$ cat config.mk
export PLATFORM = sky130hd
export DESIGN_NAME = islip_voq_ctrl
export DESIGN_NICKNAME = d
export VERILOG_FILES = /design/src/rtl/islip_voq_ctrl.sv
export SDC_FILE = /design/constraint.sdc
export NUM_CORES = 1
export LEC_CHECK = 0
export BUFFER_PORTS_ARGS = -buffer_cell sky130_fd_sc_hd__buf_2
export CAP_MARGIN = 20
export CORE_MARGIN = 4
export CORE_UTILIZATION = 65
export CTS_CLUSTER_SIZE = 20
export DETAILED_ROUTE_END_ITERATION = 12
export PLACE_DENSITY = 0.86
export SETUP_SLACK_MARGIN = 0.3
export SLEW_MARGIN = 20
export SYNTH_ARGS = -nofsm -noshare
export SYNTH_HDL_FRONTEND = slang
export SYNTH_SLANG_ARGS = --single-unit
$ cat constraint.sdc
create_clock -name clk -period 8.4 [get_ports clk]
set_input_delay 1.68 -clock clk [delete_from_list [all_inputs] [get_ports clk]]
set_output_delay 1.68 -clock clk [all_outputs]
set_load 0.02 [all_outputs]
$ cat src/rtl/islip_voq_ctrl.sv
`default_nettype none
// ============================================================================
//  Module      : islip_voq_ctrl
//  Description : Input-side scheduling agent for an iSLIP crossbar arbiter.
//                Keeps per-input VOQ packet counts and port reservations,
//                offers a request-matrix snapshot to the arbiter, consumes
//                the match, issues dequeue commands and holds the matched
//                input/output busy until the input buffer reports done.
//  Ports       : clk/rst           - clock, synchronous active-high reset
//                enq_valid/enq_dst - per-input enqueue notification (one-hot dst)
//                tx_ok             - per-output ready from the egress side
//                arb_valid_in/arb_ready_in/rx_req_vect/tx_rdy_vect
//                                  - request matrix offered to the arbiter
//                arb_valid_out/arb_ready_out/arb_vect
//                                  - match returned by the arbiter
//                deq_valid/deq_dst/deq_done
//                                  - dequeue command and completion
//                err_ovf/err_grant - sticky error flags
//  Revision    : 1.0 - initial release
// ============================================================================
module islip_voq_ctrl #(
    parameter int PORT_NUM  = 4,
    parameter int CNT_WIDTH = 6
) (
    input  logic                               clk,
    input  logic                               rst,
    input  logic [PORT_NUM-1:0]                enq_valid,
    input  logic [PORT_NUM-1:0][PORT_NUM-1:0]  enq_dst,
    input  logic [PORT_NUM-1:0]                tx_ok,
    output logic                               arb_valid_in,
    input  logic                               arb_ready_in,
    output logic [PORT_NUM-1:0][PORT_NUM-1:0]  rx_req_vect,
    output logic [PORT_NUM-1:0]                tx_rdy_vect,
    input  logic                               arb_valid_out,
    output logic                               arb_ready_out,
    input  logic [PORT_NUM-1:0][PORT_NUM-1:0]  arb_vect,
    output logic [PORT_NUM-1:0]                deq_valid,
    output logic [PORT_NUM-1:0][PORT_NUM-1:0]  deq_dst,
    input  logic [PORT_NUM-1:0]                deq_done,
    output logic                               err_ovf,
    output logic                               err_grant
);

    localparam logic [1:0]           c_st_idle = 2'd0;
    localparam logic [1:0]           c_st_req  = 2'd1;
    localparam logic [1:0]           c_st_gnt  = 2'd2;
    localparam logic [CNT_WIDTH-1:0] c_cnt_max = '1;
    localparam logic [CNT_WIDTH-1:0] c_cnt_one = CNT_WIDTH'(1);

    logic [1:0]                          r_state, w_state_nxt;
    logic [CNT_WIDTH-1:0]                r_cnt [PORT_NUM][PORT_NUM];
    logic [PORT_NUM-1:0]                 r_in_busy, r_out_busy;
    logic [PORT_NUM-1:0][PORT_NUM-1:0]   r_rx_req, r_deq_dst;
    logic [PORT_NUM-1:0]                 r_deq_valid;
    logic                                r_arb_valid_in, r_arb_ready_out;
    logic                                r_err_ovf, r_err_grant;

    logic [PORT_NUM-1:0][PORT_NUM-1:0]   w_req, w_inc, w_grant;
    logic [PORT_NUM-1:0]                 w_taken, w_free, w_done_ok;
    logic                                w_hs_gnt, w_grant_bad, w_enq_bad, w_ovf_hit;

    assign w_hs_gnt = (r_state == c_st_gnt) && arb_valid_out;

    // Request terms and enqueue decode; an increment that would wrap is
    // flagged here and suppressed in the counter update.
    always_comb begin
        w_req     = '0;
        w_inc     = '0;
        w_enq_bad = 1'b0;
        w_ovf_hit = 1'b0;
        for (int i = 0; i < PORT_NUM; i++) begin
            if (enq_valid[i]) begin
                if ($onehot(enq_dst[i])) w_inc[i] = enq_dst[i];
                else                     w_enq_bad = 1'b1;
            end
            for (int o = 0; o < PORT_NUM; o++) begin
                w_req[i][o] = (r_cnt[i][o] != '0) && !r_in_busy[i] &&
                              !r_out_busy[o] && tx_ok[o];
                if (w_inc[i][o] && !w_grant[i][o] && (r_cnt[i][o] == c_cnt_max))
                    w_ovf_hit = 1'b1;
            end
        end
    end

    // Grant filter: lower inputs claim outputs first, so a duplicate output
    // grant is only honoured for the lowest-numbered input.
    always_comb begin
        w_grant     = '0;
        w_taken     = '0;
        w_grant_bad = 1'b0;
        for (int i = 0; i < PORT_NUM; i++) begin
            if (w_hs_gnt && (arb_vect[i] != '0)) begin
                if ($onehot(arb_vect[i]) && ((arb_vect[i] & ~r_rx_req[i]) == '0) &&
                    ((arb_vect[i] & w_taken) == '0)) begin
                    w_grant[i] = arb_vect[i];
                    w_taken    = w_taken | arb_vect[i];
                end else begin
                    w_grant_bad = 1'b1;
                end
            end
        end
    end

    // Completion is ignored while the dequeue pulse is still out, so a
    // done can never retire a transfer the input has not started.
    always_comb begin
        w_done_ok = deq_done & r_in_busy & ~r_deq_valid;
        w_free    = '0;
        for (int i = 0; i < PORT_NUM; i++) begin
            if (w_done_ok[i]) w_free = w_free | r_deq_dst[i];
        end
    end

    generate
        for (genvar gi = 0; gi < PORT_NUM; gi++) begin : g_cnt_in
            for (genvar go = 0; go < PORT_NUM; go++) begin : g_cnt_out
                always_ff @(posedge clk) begin
                    if (rst) begin
                        r_cnt[gi][go] <= '0;
                    end else if (w_inc[gi][go] && !w_grant[gi][go]) begin
                        if (r_cnt[gi][go] != c_cnt_max)
                            r_cnt[gi][go] <= r_cnt[gi][go] + c_cnt_one;
                    end else if (!w_inc[gi][go] && w_grant[gi][go]) begin
                        r_cnt[gi][go] <= r_cnt[gi][go] - c_cnt_one;
                    end
                end
            end
        end
    endgenerate

    always_ff @(posedge clk) begin
        if (rst) begin
            r_in_busy   <= '0;
            r_out_busy  <= '0;
            r_deq_valid <= '0;
            r_deq_dst   <= '0;
            r_err_ovf   <= 1'b0;
            r_err_grant <= 1'b0;
        end else begin
            r_deq_valid <= '0;
            for (int i = 0; i < PORT_NUM; i++) begin
                if (w_grant[i] != '0) begin
                    r_in_busy[i]   <= 1'b1;
                    r_deq_dst[i]   <= w_grant[i];
                    r_deq_valid[i] <= 1'b1;
                end else if (w_done_ok[i]) begin
                    r_in_busy[i] <= 1'b0;
                    r_deq_dst[i] <= '0;
                end
            end
            r_out_busy  <= (r_out_busy & ~w_free) | w_taken;
            r_err_ovf   <= r_err_ovf | w_enq_bad | w_ovf_hit;
            r_err_grant <= r_err_grant | w_grant_bad;
        end
    end

    always_ff @(posedge clk) begin
        if (rst) r_state <= c_st_idle;
        else     r_state <= w_state_nxt;
    end

    always_comb begin
        w_state_nxt = r_state;
        case (r_state)
            c_st_idle: if (w_req != '0)  w_state_nxt = c_st_req;
            c_st_req:  if (arb_ready_in)  w_state_nxt = c_st_gnt;
            c_st_gnt:  if (arb_valid_out) w_state_nxt = c_st_idle;
            default:                      w_state_nxt = c_st_idle;
        endcase
    end

    // Handshake outputs and the request snapshot; the snapshot is only
    // loaded in idle so it stays frozen for the whole round.
    always_ff @(posedge clk) begin
        if (rst) begin
            r_arb_valid_in  <= 1'b0;
            r_arb_ready_out <= 1'b0;
            r_rx_req        <= '0;
        end else begin
            case (r_state)
                c_st_idle: if (w_req != '0) begin
                    r_rx_req       <= w_req;
                    r_arb_valid_in <= 1'b1;
                end
                c_st_req: if (arb_ready_in) begin
                    r_arb_valid_in  <= 1'b0;
                    r_arb_ready_out <= 1'b1;
                end
                c_st_gnt: if (arb_valid_out) begin
                    r_arb_ready_out <= 1'b0;
                    r_rx_req        <= '0;
                end
                default: begin
                    r_arb_valid_in  <= 1'b0;
                    r_arb_ready_out <= 1'b0;
                end
            endcase
        end
    end

    assign arb_valid_in  = r_arb_valid_in;
    assign arb_ready_out = r_arb_ready_out;
    assign rx_req_vect   = r_rx_req;
    assign tx_rdy_vect   = tx_ok & ~r_out_busy;
    assign deq_valid     = r_deq_valid;
    assign deq_dst       = r_deq_dst;
    assign err_ovf       = r_err_ovf;
    assign err_grant     = r_err_grant;

endmodule
`default_nettype wire

Word level (Yosys, flattened, before mapping)
Memories as Yosys holds them, arrays and structs flattened.
Index checks and enable logic that the tools add are counted.
{"block": "word_totals", "reg_bits": 50, "n_memories": 1, "ram_bits": 96, "in_bits": 48, "word_cells": 626}
{"name": "r_cnt", "words": 4, "word_bits": 24, "read_ports": 4, "rd_ports_with_merged_regs": 0, "write_ports": 4, "line": "51", "source": "logic [CNT_WIDTH-1:0] r_cnt [PORT_NUM][PORT_NUM];"}
{"block": "classes", "n_eq_ne": 45, "reduce_logical": 190, "n_mux": 253, "addsub": 56, "bitwise_logic": 62}
{"cell": "$mux 6", "count": 32}
{"cell": "$mux 1", "count": 178}
{"cell": "$mux 4", "count": 34}
{"cell": "$logic_and 1x1->1", "count": 108}
{"cell": "$add 6x1->6 const B", "count": 16}
{"cell": "$eq 6x6->1 const B", "count": 16}
{"cell": "$ne 6x6->1 const B", "count": 16}
{"cell": "$reduce_bool 6->1", "count": 16}
{"cell": "$sub 6x1->6 const B", "count": 16}
{"cell": "$and 4x4->4", "count": 11}
{"cell": "$logic_not 1->1", "count": 40}
{"cell": "$or 1x1->1", "count": 35}
{"cell": "$add 1x1->2", "count": 16}
{"cell": "$mux 16", "count": 2}
{"cell": "$pmux 16 s2", "count": 1}
{"cell": "$reduce_bool 4->1", "count": 8}
{"cell": "$logic_not 4->1", "count": 7}
{"cell": "$not 4->4", "count": 7}
{"cell": "$or 4x4->4", "count": 7}
{"cell": "$add 2x2->3", "count": 8}
{"cell": "$eq 3x1->1 const B", "count": 8}
{"cell": "$reduce_bool 16->1", "count": 1}
{"cell": "$reduce_and 3->1", "count": 4}
{"cell": "$reduce_bool 2->1", "count": 5}
{"cell": "8 further kinds", "count": 14}

Depth between registers and ports, before layout
Gate-level depths: netlist of the first run.
{"block": "logic_depth", "word_depth": 29, "mapped_depth": 21, "ltp_nobuf": 20}

Worst setup path before layout of the first run
OpenSTA, ideal clock, no wires.
{"block": "synth_path", "path_type": "input to register", "from": "input arb_vect[0] (netlist name)", "to": "memory r_cnt[2][23] (netlist name) (data pin)", "setup_slack_ps": 2137, "t_arrival_ps": 5994, "cell_stages": 20, "required_time_ps": 8131, "n_path_buf": 1, "cell_sequence": "inv_1 -> fa_1 -> inv_1 -> ha_1 -> ha_1 -> nor2_1 -> nand4_2 -> nor3_4 -> o211ai_2 -> or4_1 -> clkbuf_1 -> nor3_1 -> ha_1 -> a21o_1 -> a21oi_1 -> o21bai_1 -> a21oi_1 -> xnor2_1 -> xnor2_1 -> nor2_1"}
{"element": "start: declaration", "line": "36", "source": "input logic [PORT_NUM-1:0][PORT_NUM-1:0] arb_vect,"}
{"element": "end: declaration", "line": "51"}

==> results of run 1 <==
==> final timing paths <==
kind	cells after the start	slack [ns]	to	startpoint
max	20	1.84	r_cnt[2][23]	arb_vect[3]
min	2	0.48	arb_ready_out	arb_ready_out
max reg2reg	14	3.42	r_cnt[2][23]	r_state[1]
min reg2reg	2	0.48	arb_ready_out	arb_ready_out
==> through the flow <==
step	utilization (%)	instance area, um2	setup WS [ns]	hold slack [ns]
2_1_floorplan	-	11160	2.137	0.4976
3_3_place_gp	70.15	11720	1.607	0.4595
3_5_place_dp	70.15	11720	1.480	0.4720
4_1_cts	74.05	12370	1.926	0.4804
5_1_grt	74.13	12380	1.486	0.4989
6_report	74.13	12380	1.842	0.4802
==> worst min-delay path: cells and delay by family (launching register included) <==
| family | cells | cell delay [ns] |
|---|---|---|
| AO/OA/AOI/OAI | 1 | 0.05 |
| flip-flops | 1 | 0.33 |
| AND/OR/NAND/NOR | 1 | 0.06 |
==> synthesized netlist by cell type (all sizes together) (6+ instances only) <==
| cell type | count |
|---|---|
| o22a | 18 |
| a311oi | 23 |
| o22ai | 10 |
| o21ai | 48 |
| a221oi | 24 |
| edfxtp | 96 |
| nand4 | 23 |
| buf | 11 |
| ha | 69 |
| and2 | 18 |
| fa | 9 |
| a21oi | 92 |
| nand2b | 16 |
| and3 | 39 |
| and4 | 7 |
| xor2 | 6 |
| clkbuf | 41 |
| nand3 | 65 |
| nor3 | 52 |
| a221o | 6 |
| nor3b | 9 |
| a211o | 6 |
| inv | 101 |
| nor4 | 23 |
| xnor2 | 13 |
| a31oi | 20 |
| or4 | 8 |
| or2 | 7 |
| a22oi | 28 |
| dfxtp | 50 |
| or3 | 18 |
| a211oi | 12 |
| o211ai | 8 |
| nor2 | 139 |
| nand2 | 136 |
==> state kept, by name, indices dropped and copies added, names as in the netlist <==
name,flops
err_grant,1
err_ovf,1
r_state,2
arb_ready_out,1
r_in_busy,4
arb_valid_in,1
r_out_busy,4
rx_req_vect,16
deq_dst,16
r_cnt,96
deq_valid,4
==> layout by cell type, fill, tap and decap left out, types with 48 or more instances in the layout <==
master,Yosys,layout
nor2_1,138,138
nand2_1,136,136
inv_1,101,101
edfxtp_1,96,96
a21oi_1,91,91
buf_2,3,90
ha_1,69,69
nand3_1,63,63
dfxtp_1,50,50
nor3_1,48,48
==> layer usage <==
layer	vias to the layer above	track usage, %
met5	-	0
li1	5131	-
met1	5216	41.65
met3	133	6.897
met2	622	55.33
met4	4	16.27
==> cell families (layout without fill, tap and decap cells) <==
logic type / count (synthesis) / after routing / share of synthesized area, %
multiplexers: 5 / 5 / 0.5606
other: 0 / 2 / 0
buffers and inverters: 153 / 228 / 5.314
AO/OA/AOI/OAI: 353 / 353 / 22.44
flip-flops: 146 / 146 / 34.80
AND/OR/NAND/NOR: 573 / 573 / 26.05
adder cells (fa/ha/maj): 78 / 78 / 9.351
XOR/XNOR: 19 / 19 / 1.491
==> power groups by stage <==
| stage | clock network (mW) | registers [mW] | logic (mW) |
|---|---|---|---|
| after floorplan | 0 | 0.879 | 0.242 |
| after global placement | 0 | 0.900 | 0.314 |
| after detailed placement | 0 | 0.902 | 0.323 |
| after CTS | 0.837 | 0.888 | 0.329 |
| after global routing | 0.867 | 0.899 | 0.371 |
| final | 0.838 | 0.890 | 0.334 |
==> final cells by class <==
type,instances,area share [%]
clock inverter,9,0.8792
timing repair buffer,95,3.941
tap,220,2.223
sequential,146,31.37
antenna,2,0.04042
inverter,101,3.062
clock buffer,23,4.386
multi-input combinational,1028,54.10
==> impl_summary.md, run 1 <==
Finish
Across the whole layout, storage elements account for 3884 um2. The share of layout cells above drive strength 1 is 11.41%. After filler insertion, the fill cell instance count of the layout stands at 1265. The signed area change from the synthesized netlist to the final layout is 10.94%. The multi-input logic area is 6698 um2. For this run, the number of standard cells in the final layout without fillers is 1624. The net count of the finished layout is 1515.

Placed design
The congestion estimate from routability-driven global placement came to 1.041. The HPWL after detailed placement is 24460 um. The number of input and output port buffers inserted is 91.

After detailed placement, the design holds a cell count of 1590.

Global routing
The wire length of the first global-routing pass is 52960 um. The total overflow left after global routing is 0. The number of global-route vias before repair is 10460. For this run, the total global-route usage over all layers was measured as 33.38%. The largest net degree at the start of global routing is 66. The number of antenna violations at the first check in global routing is 4.

Setup path
Among the stages of the critical path, the cell type that occurs most often is ha_1. The worst-path maximum fanout is 11. The endpoint class of the critical path is a flip-flop. The worst-path cell with the longest stage delay is or4_1.

STA classifies the critical path startpoint as a primary input. On the worst path, the slowest cell contributes a delay of 0.66 ns. Data on the critical path arrives at its endpoint at 6.72 ns. The data required time of the worst path is 8.57 ns.

The critical path goes through buf_2 > inv_1 > fa_1 > inv_1 > ha_1 > ha_1 > nor2_1 > and4_1 > nand3_1 > a32o_2 > or4_1 > nor3_1 > ha_1 > a21o_1 > a21oi_1 > o21bai_1 > a21oi_1 > xnor2_1 > xnor2_1 > nor2_1. The number of buffers and inverters on the critical path is 3. Among cell families on the critical path, the largest total delay comes from simple AND/OR/NAND/NOR gates.

The type of the worst setup path is primary input to flip-flop.

Pwr
The fraction of power spent switching nets is 29.12%. The total leakage power is 4.911 nW. The share of total power dissipated in combinational logic is 16.2%.

The share of total power dissipated in the clock network is 40.6%. The power per standard cell area is 166.6 nW/um2. The internal power of the cells totals 1.462 mW. The maximum VDD drop is 0.1415 mV. In this run, flip-flops and latches consume 43.2% of the power.

Power comes to 2.063 mW. The net switching component of the power is 600.7 uW.

Routing
In this run the remaining antenna-violating nets after routing total 0. Detailed routing placed a total of 2983 um of wire on met3. In this run, the number of DRC markers left after iteration 0 of detailed routing was 1426. In the routed design, unresolved DRC markers number 0.

The total via count in the routed design is 11110. The highest layer touched by signal routing is met5. After detailed routing, the wire length on met1 is 12850 um. After detailed routing, the average wire length per cell comes to 20.40 um.

The aggregate routed wire length is 33140 um. After detailed routing, the number of vias per cell comes to 6.839. The routed length on met2 is 15620 um. The first-pass detailed-route iteration total is 8.

Yosys
Summed over its instances, the top area cell type makes up 25.83% of the synthesized netlist area. The net count of the mapped netlist is 1453. The count of unique library cells instantiated by Yosys is 91. The per-instance average area after synthesis is 8.410 um2.

Sorting the synthesized cells by area gives the leading types as edfxtp_1 (26%), dfxtp_1 (9.0%), ha_1 (7.7%). For this run, the number of Yosys warnings is 0. The primary flip-flop cell chosen by synthesis mapping is edfxtp_1. The count of state elements after synthesis is 146. The netlist area before placement is 11160 um2. The fraction of the yosys area taken by sequential cells is 34.80%. The number of flops mapped to enable cells by yosys is 96. For this run, asynchronously set or reset flops after synthesis account for 0%.

The instance count of the mapped netlist is 1327. Summed over all instances, the cell type with the most area after synthesis is edfxtp_1.

Timing
The worst relative slew slack is 32.72%. Setup repair after global routing left no endpoint under its margin. The final setup TNS is 0 ns. The maximum operating frequency is 0.1525 GHz. Counting I/O delays and the setup requirement, the final critical path takes 6.558 ns. The hold violation count in the final report is 0. The part of the cycle the worst path needs is 78.07%. The count of pins over their slew limit is 0. The worst-margin pin slew is 1.002 ns. Setup violations remaining at the end of the flow were counted as 0. Across the routed clock network, the largest skew measured is 0.006686 ns.

Clock network
The clock drives 146 sinks. The number of buffers created by CTS is 17. TritonCTS built the clock tree. The worst-case clock buffer depth is 2. The number of instances resized during post-cts repair is 0.

The tree is rooted in a clkbuf_16. For the worst-skew pair, the clock arrives at the later sink with an insertion delay of 0.43 ns. After clock tree synthesis, the clock-pin slew on the worst setup and hold paths is 0.06 ns.

The H-tree level count is 4. The number of hold-repair buffers added at the cts stage is 0. After clock tree synthesis, the setup repair step added 0 buffers.

Die
The number of top-level pins is 92. The floorplan step set the die height to 139.0 um. The die is 139.0 um wide. The floorplan row count is 47. The floorplan step defined a die boundary enclosing 19330 um2. The floorplan step defined a core boundary enclosing 16700 um2.

The initial standard-cell utilization of the core is 66.82%.

Run
Max-cap violations in this run came to 0.

Run status
The flow ran to the end, and the final reports show no timing, DRC or antenna violations.

Worst hold path
The worst min-delay path category is flip-flop to flip-flop.
(Power assumes the default switching activity.)
==> run 2, diff against run 1 <==
CORE_UTILIZATION = 56   (was 65)
PLACE_DENSITY = 0.78   (was 0.86)
clock period = 5.7 ns   (was 8.4 ns; I/O delays follow)
==> impl_summary.md, run 2 (synthesized netlist as in run 1, its figures left out) <==
Run status
The run finished with clean final reports.

Setup path
The worst-path cell with the longest stage delay is or4_1. Along the worst path, the maximum fanout reaches 7. The type of the worst setup path is primary input to flip-flop. The critical path buffer and inverter count is 4. In this run the critical register-to-register path is launched from r_state[1]. Grouping stages by cell kind, the critical path spends the most delay in simple AND/OR/NAND/NOR gates. On the worst path, the slowest cell contributes a delay of 0.55 ns.

The data arrival time of the critical path is 5.34 ns. Traced cell by cell, the critical path runs through buf_2 > inv_1 > fa_1 > inv_1 > ha_1 > ha_1 > nor2_1 > and4_1 > nand3_1 > a32o_2 > or4_1 > nor3_4 > buf_4 > ha_1 > a21oi_1 > o21bai_1 > a21oi_1 > xnor2_1 > xnor2_1 > nor2_1. The endpoint class of the critical path is a flip-flop. Tracing the worst setup path back leads to its startpoint at arb_vect[0].

The data required time of the worst path is 5.89 ns. The library cell appearing most often on the critical path is ha_1. The worst setup path is launched from a primary input.

Timing
Setup violations remaining at the end of the flow were counted as 0. The final critical-path required period is 5.151 ns. Timing would allow up to 0.1941 GHz. Setup repair after global routing left no endpoint under its margin. The tightest hold path in the finished design has a slack of 0.4590 ns. The hold violation count in the final report came to 0.

The count of pins over their slew limit is 0. The worst pin sits at a relative slew slack of 33.13%. The post-route worst setup slack is 0.5487 ns. The worst-margin pin slew is 0.9963 ns.

The final setup TNS is 0 ns. The part of the cycle the worst path needs is 90.37%. On the final layout, the worst clock skew is 0.009998 ns.

Clock network
The clock tree from TritonCTS is yes. The cell sitting at the root of the clock tree is a clkbuf_16. Clock latency on the worst-skew pair, taken at its later pin, is 0.44 ns.

The clock tree synthesis step divided the H-tree into 4 levels. The clock passes through at most 2 buffers. The number of buffers inserted to repair setup after CTS is 0. Clock tree synthesis inserted a total of 17 buffers. The number of gates resized after CTS was 0. The number of hold-repair buffers added at the cts stage is 0. Clock-pin slew was measured on the worst setup and hold paths at 0.06 ns. CTS saw 146 sinks.

Die
The die height is 149.2 um. The initial standard-cell utilization of the core is 57.15%. From left edge to right edge, the die measures 149.2 um.

The total core area is 19530 um2. The die covers 22250 um2. Row generation in the floorplan step produced 51 rows. For this design the top-level I/O count stands at 92.

Global routing
The number of global-route vias before repair is 10060. The first global-routing pass estimated 52720 um of wire. Entering global routing, the biggest net connects 57 pins. The total global routing track utilization is 29.77%. The number of antenna violations at the first check in global routing came to 1. The total grt overflow is 0.

Finish
The number of inserted diodes is 0. In the layout the commonest cells are nor2_1 (138), nand2_1 (136), inv_1 (101). The register with the most flip-flops in the layout has 96 of them.

At the end of the flow, the number of nets in the layout was 1528. Cells fill 63.75% of the core in the end. After the flow finishes, the layout carries non-filler instances totaling 1680. Leaving out fill and tap cells, the most frequent cell in the layout is nor2_1. The signed area change from the synthesized netlist to the final layout is 11.55%. The share of layout cells above drive strength 1 is 12.16%. r_cnt holds more flip-flops than any other register.

Placed design
The weighted congestion at the end of routability-driven global placement is 0.9989. Counting tap cells, the placed design contains a total of 1648 instances. At the placement stage, the worst setup path has a slack of 0.1410 ns. Detailed placement finished with a half-perimeter wire length of 25480 um.

Port buffering added 91 buffers.

Pwr
The analysis attributes to cell leakage a power of 4.925 nW. For this design the ratio of total power to cell area is 234.2 nW/um2. The maximum VDD drop is 0.2056 mV.

Routing
In this run the remaining antenna-violating nets after routing total 0. The met1 wire length is 13600 um. In this run, the number of DRC markers left after iteration 0 of detailed routing was 941. Signal routing reaches up to met4. In the routed design, unresolved DRC markers number 0.

The wire length per cell is 19.69 um. The pre-antenna-repair detailed-routing pass consisted of 6 iterations. The via-per-instance ratio is 6.495. The total via count in the routed design is 10910. The total met3 wirelength after detailed routing is 2850 um. The aggregate routed wire length is 33090 um. The routed length on met2 is 15660 um.

Worst hold path
The launch instance of the worst min-delay path is arb_ready_out. The worst min-delay path category is flip-flop to flip-flop.

Run
Across the run, the number of max-cap violations was 0.
-- run 2: worst paths after layout --
check | slack [ns] | depth (start not counted) | endpoint
hold reg to reg | 0.46 | 2 | arb_ready_out
hold / removal | 0.46 | 2 | arb_ready_out
setup reg to reg | 1.63 | 11 | r_cnt[3][23]
setup / recovery | 0.55 | 20 | r_cnt[2][23]
-- run 2: power by group --
part	switching (mW)	internal (mW)	total [mW]
logic	0.313	0.181	0.494
clock network	0.468	0.643	1.11
registers	0.0984	1.21	1.31
total	0.879	2.04	2.92
-- run 2: layout make-up --
type	instances	area, um2
clock buffers	19	432.9
fillers	1717	7078
repair buffers	108	585.6
inverters	101	379.1
flip-flops and latches	146	3884
well taps	265	331.6
clock inverters	13	135.1
multi-input cells	1028	6700
-- run 2: worst reg2reg max path: stages, from the launching register on --
cell      delay (ns)
dfxtp_1         0.56
and3b_1         0.60
nand3_2         0.20
nor3_4          0.19
buf_4           0.18
o31ai_2         0.12
a221oi_2        0.30
o311ai_2        0.23
or4_1           0.78
nand3_2         0.23
nor3_1          0.07
or3_1           0.36
-- run 2: metal layers --
layer / global-route usage (%) / up-vias
met1: 39.69 / 5200
met5: 0 / -
met2: 49.42 / 495
met3: 5.044 / 72
met4: 9.840 / 0
li1: - / 5144
-- run 2: per-stage QoR --
stage,total power [mW],instance area [um2]
2_1_floorplan,1.652,11170
3_3_place_gp,1.801,11880
3_5_place_dp,1.815,11880
4_1_cts,2.914,12450
5_1_grt,3.041,12450
6_report,2.916,12450
==> run 3, diff against run 2 <==
ABC_AREA = 1   (was unset)
CORE_UTILIZATION = 55   (was 56)
PLACE_DENSITY = 0.77   (was 0.78)
==> impl_summary.md, run 3 <==
Timing
Setup repair after global routing left no endpoint under its margin. The setup violation total in the final timing report is 0. The hold violation count in the final report was 0.

The worst relative slew slack is 28.12%. Hold is met by 0.4613 ns. The count of pins over their slew limit came to 0. The part of the cycle the worst path needs is 90.18%.

At the pin with the least slew margin, the transition time is 1.074 ns. For the final routed database, the setup TNS stands at 0 ns. The routed design could run at a clock period as short as 5.140 ns. Between clock sinks in the finished design, the worst skew comes to 0.008290 ns. The maximum operating frequency is 0.1945 GHz.

Finish
The share of layout cells above drive strength 1 is 12.63%. The register with the most flip-flops in the layout has 96 of them. The number of inserted diodes is 0.

Cells fill 63.77% of the core in the end. The leading cell type in the layout, fill and taps excluded is inv_1. The signed area change from the synthesized netlist to the final layout is 12.95%. Counting flops per register, the top entry is r_cnt. The finished layout holds 1693 standard cells, fillers aside. The number of fillers in the final layout is 1632. The library cells used most frequently in the layout, excluding fill and tap cells, are inv_1 (219), nand2_1 (171), nor2_1 (125). At the end of the flow, the number of nets in the layout was 1546.

Setup path
The data required time of the worst path is 5.89 ns. The cell depth of the worst flop-to-flop path is 23. The critical path in this run is classified as primary input to flip-flop. For the worst setup path, the data arrival time is 5.33 ns. The worst-path cell with the longest stage delay is fa_1. STA classifies the critical path endpoint as a flip-flop. Across all register-to-register paths, the minimum setup slack is 2.04 ns. The endpoint identified for the worst register-to-register timing path is r_cnt[2][23]. Along the worst path, the maximum fanout reaches 6. In this design, the critical path's most frequently occurring cell is nor2_1. The kind of launch point of the worst setup path is a primary input. The maximum single-stage delay on the critical path is 0.52 ns. The source of the worst register-to-register timing path is r_state[1].

Run
The tool flagged a number of max-cap violations equal to 0.

Clock network
In this run, post-CTS repair resized a total of 0 instances. Clock tree synthesis found a total of 146 sinks. After clock tree synthesis, the clock-pin slew on the worst setup and hold paths is 0.06 ns. In this run, CTS created clock tree buffers numbering 17.

The clock tree from TritonCTS is yes. No sink is reached through more buffers than the 2 on the longest clock path. The H-tree generated during clock tree synthesis spans 4 levels.

The cell at the root of the clock tree is clkbuf_16. The clock reaches the later pin of the worst-skew pair after 0.44 ns. The number of hold-repair buffers added at the cts stage is 0. The number of setup buffers added after CTS is 0.

Placed design
The HPWL after detailed placement is 22140 um. The weighted congestion at the end of routability-driven global placement is 0.9989. During placement, the flow inserted port buffers numbering 91. The number of placed instances, taps included, is 1661.

Worst hold path
The capture endpoint of the worst hold path is arb_valid_in. In this run the worst hold path is classified as flip-flop to flip-flop. The worst hold path depth is 2. The launch instance of the worst min-delay path is arb_valid_in.

Die
Pin placement for this block handled 92 I/O pins. The total core area is 18830 um2. The floorplan step defined a die boundary enclosing 21620 um2. Row generation in the floorplan step produced 50 rows.

The die height is 147.0 um. The initial standard-cell utilization of the core is 56.46%. The floorplan die width is 147.0 um.

Global routing
In the global route stage, met2 resource usage came out at 43.95%. In the global route stage, met1 resource usage came out at 33.48%. The wire length of the first global-routing pass is 45840 um. The number of global-route vias before repair is 9150. For this run, the total global-route usage over all layers was measured as 26.28%. The number of antenna violations at the first check in global routing is 0. The largest net degree at the start of global routing is 44.

The met3 usage is 5.552%. Global routing finished with a remaining overflow of 0. After global routing, the most crowded layer is met2.

Routing
The final layout contains routed wiring with a total length of 28710 um. The number of nets with antenna violations after detailed routing is 0. The first-pass detailed-route iteration total is 5. The total via count in the routed design is 9528. The detailed router finished its first iteration with 790 violations.

The via-per-instance ratio is 5.628. The wire length per cell is 16.96 um. In the routed design, unresolved DRC markers number 0.

Yosys
The primary flip-flop cell chosen by synthesis mapping is edfxtp_1. The count of state elements after synthesis is 146. The most repeated cell in the gate-level netlist after synthesis is inv_1. In the synthesized netlist the async set-or-reset flop fraction comes to 0%. During synthesis, Yosys emitted a total of 0 warnings. Ranked by instance count, the synthesized netlist is headed by inv_1 (219), nand2_1 (172), nor2_1 (126). In this run the cell area of the synthesized design comes to 10630 um2.

In this run, synthesis inferred 96 flip-flops with an integrated enable. The proportion of netlist area held by the largest area contributor is 27.12%. The cell taking the most area after synthesis is edfxtp_1. Sequential cells were found to cover 36.53% of the synthesized design area. The instance count of the mapped netlist is 1328. The average instance in the mapped netlist occupies 8.006 um2. In the post-synthesis netlist, the biggest area contributors are edfxtp_1 (27%), dfxtp_1 (9.4%), ha_1 (8.1%). When the netlist entered floorplanning its net count stood at 1454. After synthesis, the netlist uses 46 different library cells.

Run status
The flow ran to the end, and the final reports show no timing, DRC or antenna violations.

Pwr
The power per standard cell area is 239.7 nW/um2. The maximum VDD drop is 0.2348 mV. The total leakage power is 5.169 nW.
run 3: cell types whose count changed after synthesis, moves of 23 or more:
cell      before  now
inv_1        101  219
a21oi_1       91   65
a22oi_1       28    0
o22ai_1       10   37
nand2_1      136  172
xor2_1         6   95
a311oi_1      23    0
nand3_1       63  105
and3_1        39    1
run 3: final cells by class:
class | instances | area (um2) | share of cell area [%]
inverters | 225 | 844.6 | 7.033
flip-flops and latches | 146 | 3884 | 32.34
multi-input cells | 932 | 5851 | 48.72
well taps | 260 | 325.3 | 2.709
clock buffers | 21 | 460.4 | 3.835
clock inverters | 11 | 135.1 | 1.125
repair buffers | 98 | 508.0 | 4.230
run 3: report_power, final:
group	internal, mW	switching [mW]
Clock	0.705	0.449
Sequential	1.19	0.0648
Combinational	0.164	0.303
run 3: cell families (layout without fill, tap and decap cells):
logic type,Yosys count,count (layout),synth area share (%)
AND/OR/NAND/NOR,565,565,25.84
multiplexers,3,3,0.2825
XOR/XNOR,116,116,9.556
AO/OA/AOI/OAI,170,170,9.133
flip-flops,146,146,36.53
adder cells (fa/ha/maj),78,78,9.815
buffers and inverters,250,355,8.838
run 3: worst max-delay path by stage:
stage	slack, ns	to	depth (start not counted)	start
floorplan	0.52	r_cnt[2][23]	29	arb_vect[0]
global placement	0.28	r_cnt[2][23]	30	arb_vect[0]
detailed placement	0.07	r_cnt[2][23]	30	arb_vect[0]
CTS	0.49	r_cnt[2][23]	30	arb_vect[1]
global route	0.30	r_cnt[2][23]	30	arb_vect[0]
finish	0.56	r_cnt[2][23]	30	arb_vect[1]
run 3: per-stage QoR:
step           power (mW)  instance area, um2  worst slack [ns]
2_1_floorplan       1.594               10630            0.5215
3_3_place_gp        1.712               11370            0.2798
3_5_place_dp        1.730               11370           0.07490
4_1_cts             2.869               11970            0.4890
5_1_grt             3.002               12010            0.2986
6_report            2.878               12010            0.5596
run 3: critical path, delay by kind of cell:
kind / cells / cell delay, ns
adder cells (fa/ha/maj): 4 / 1.24
AND/OR/NAND/NOR: 18 / 2.02
AO/OA/AOI/OAI: 1 / 0.14
buffers and inverters: 5 / 0.43
XOR/XNOR: 2 / 0.34
run 3: layer usage:
metal | up-vias | routed length [um]
met3 | 81 | 2233
met2 | 387 | 13570
li1 | 4632 | -
met5 | - | 0
met1 | 4428 | 11760
met4 | 0 | 1144
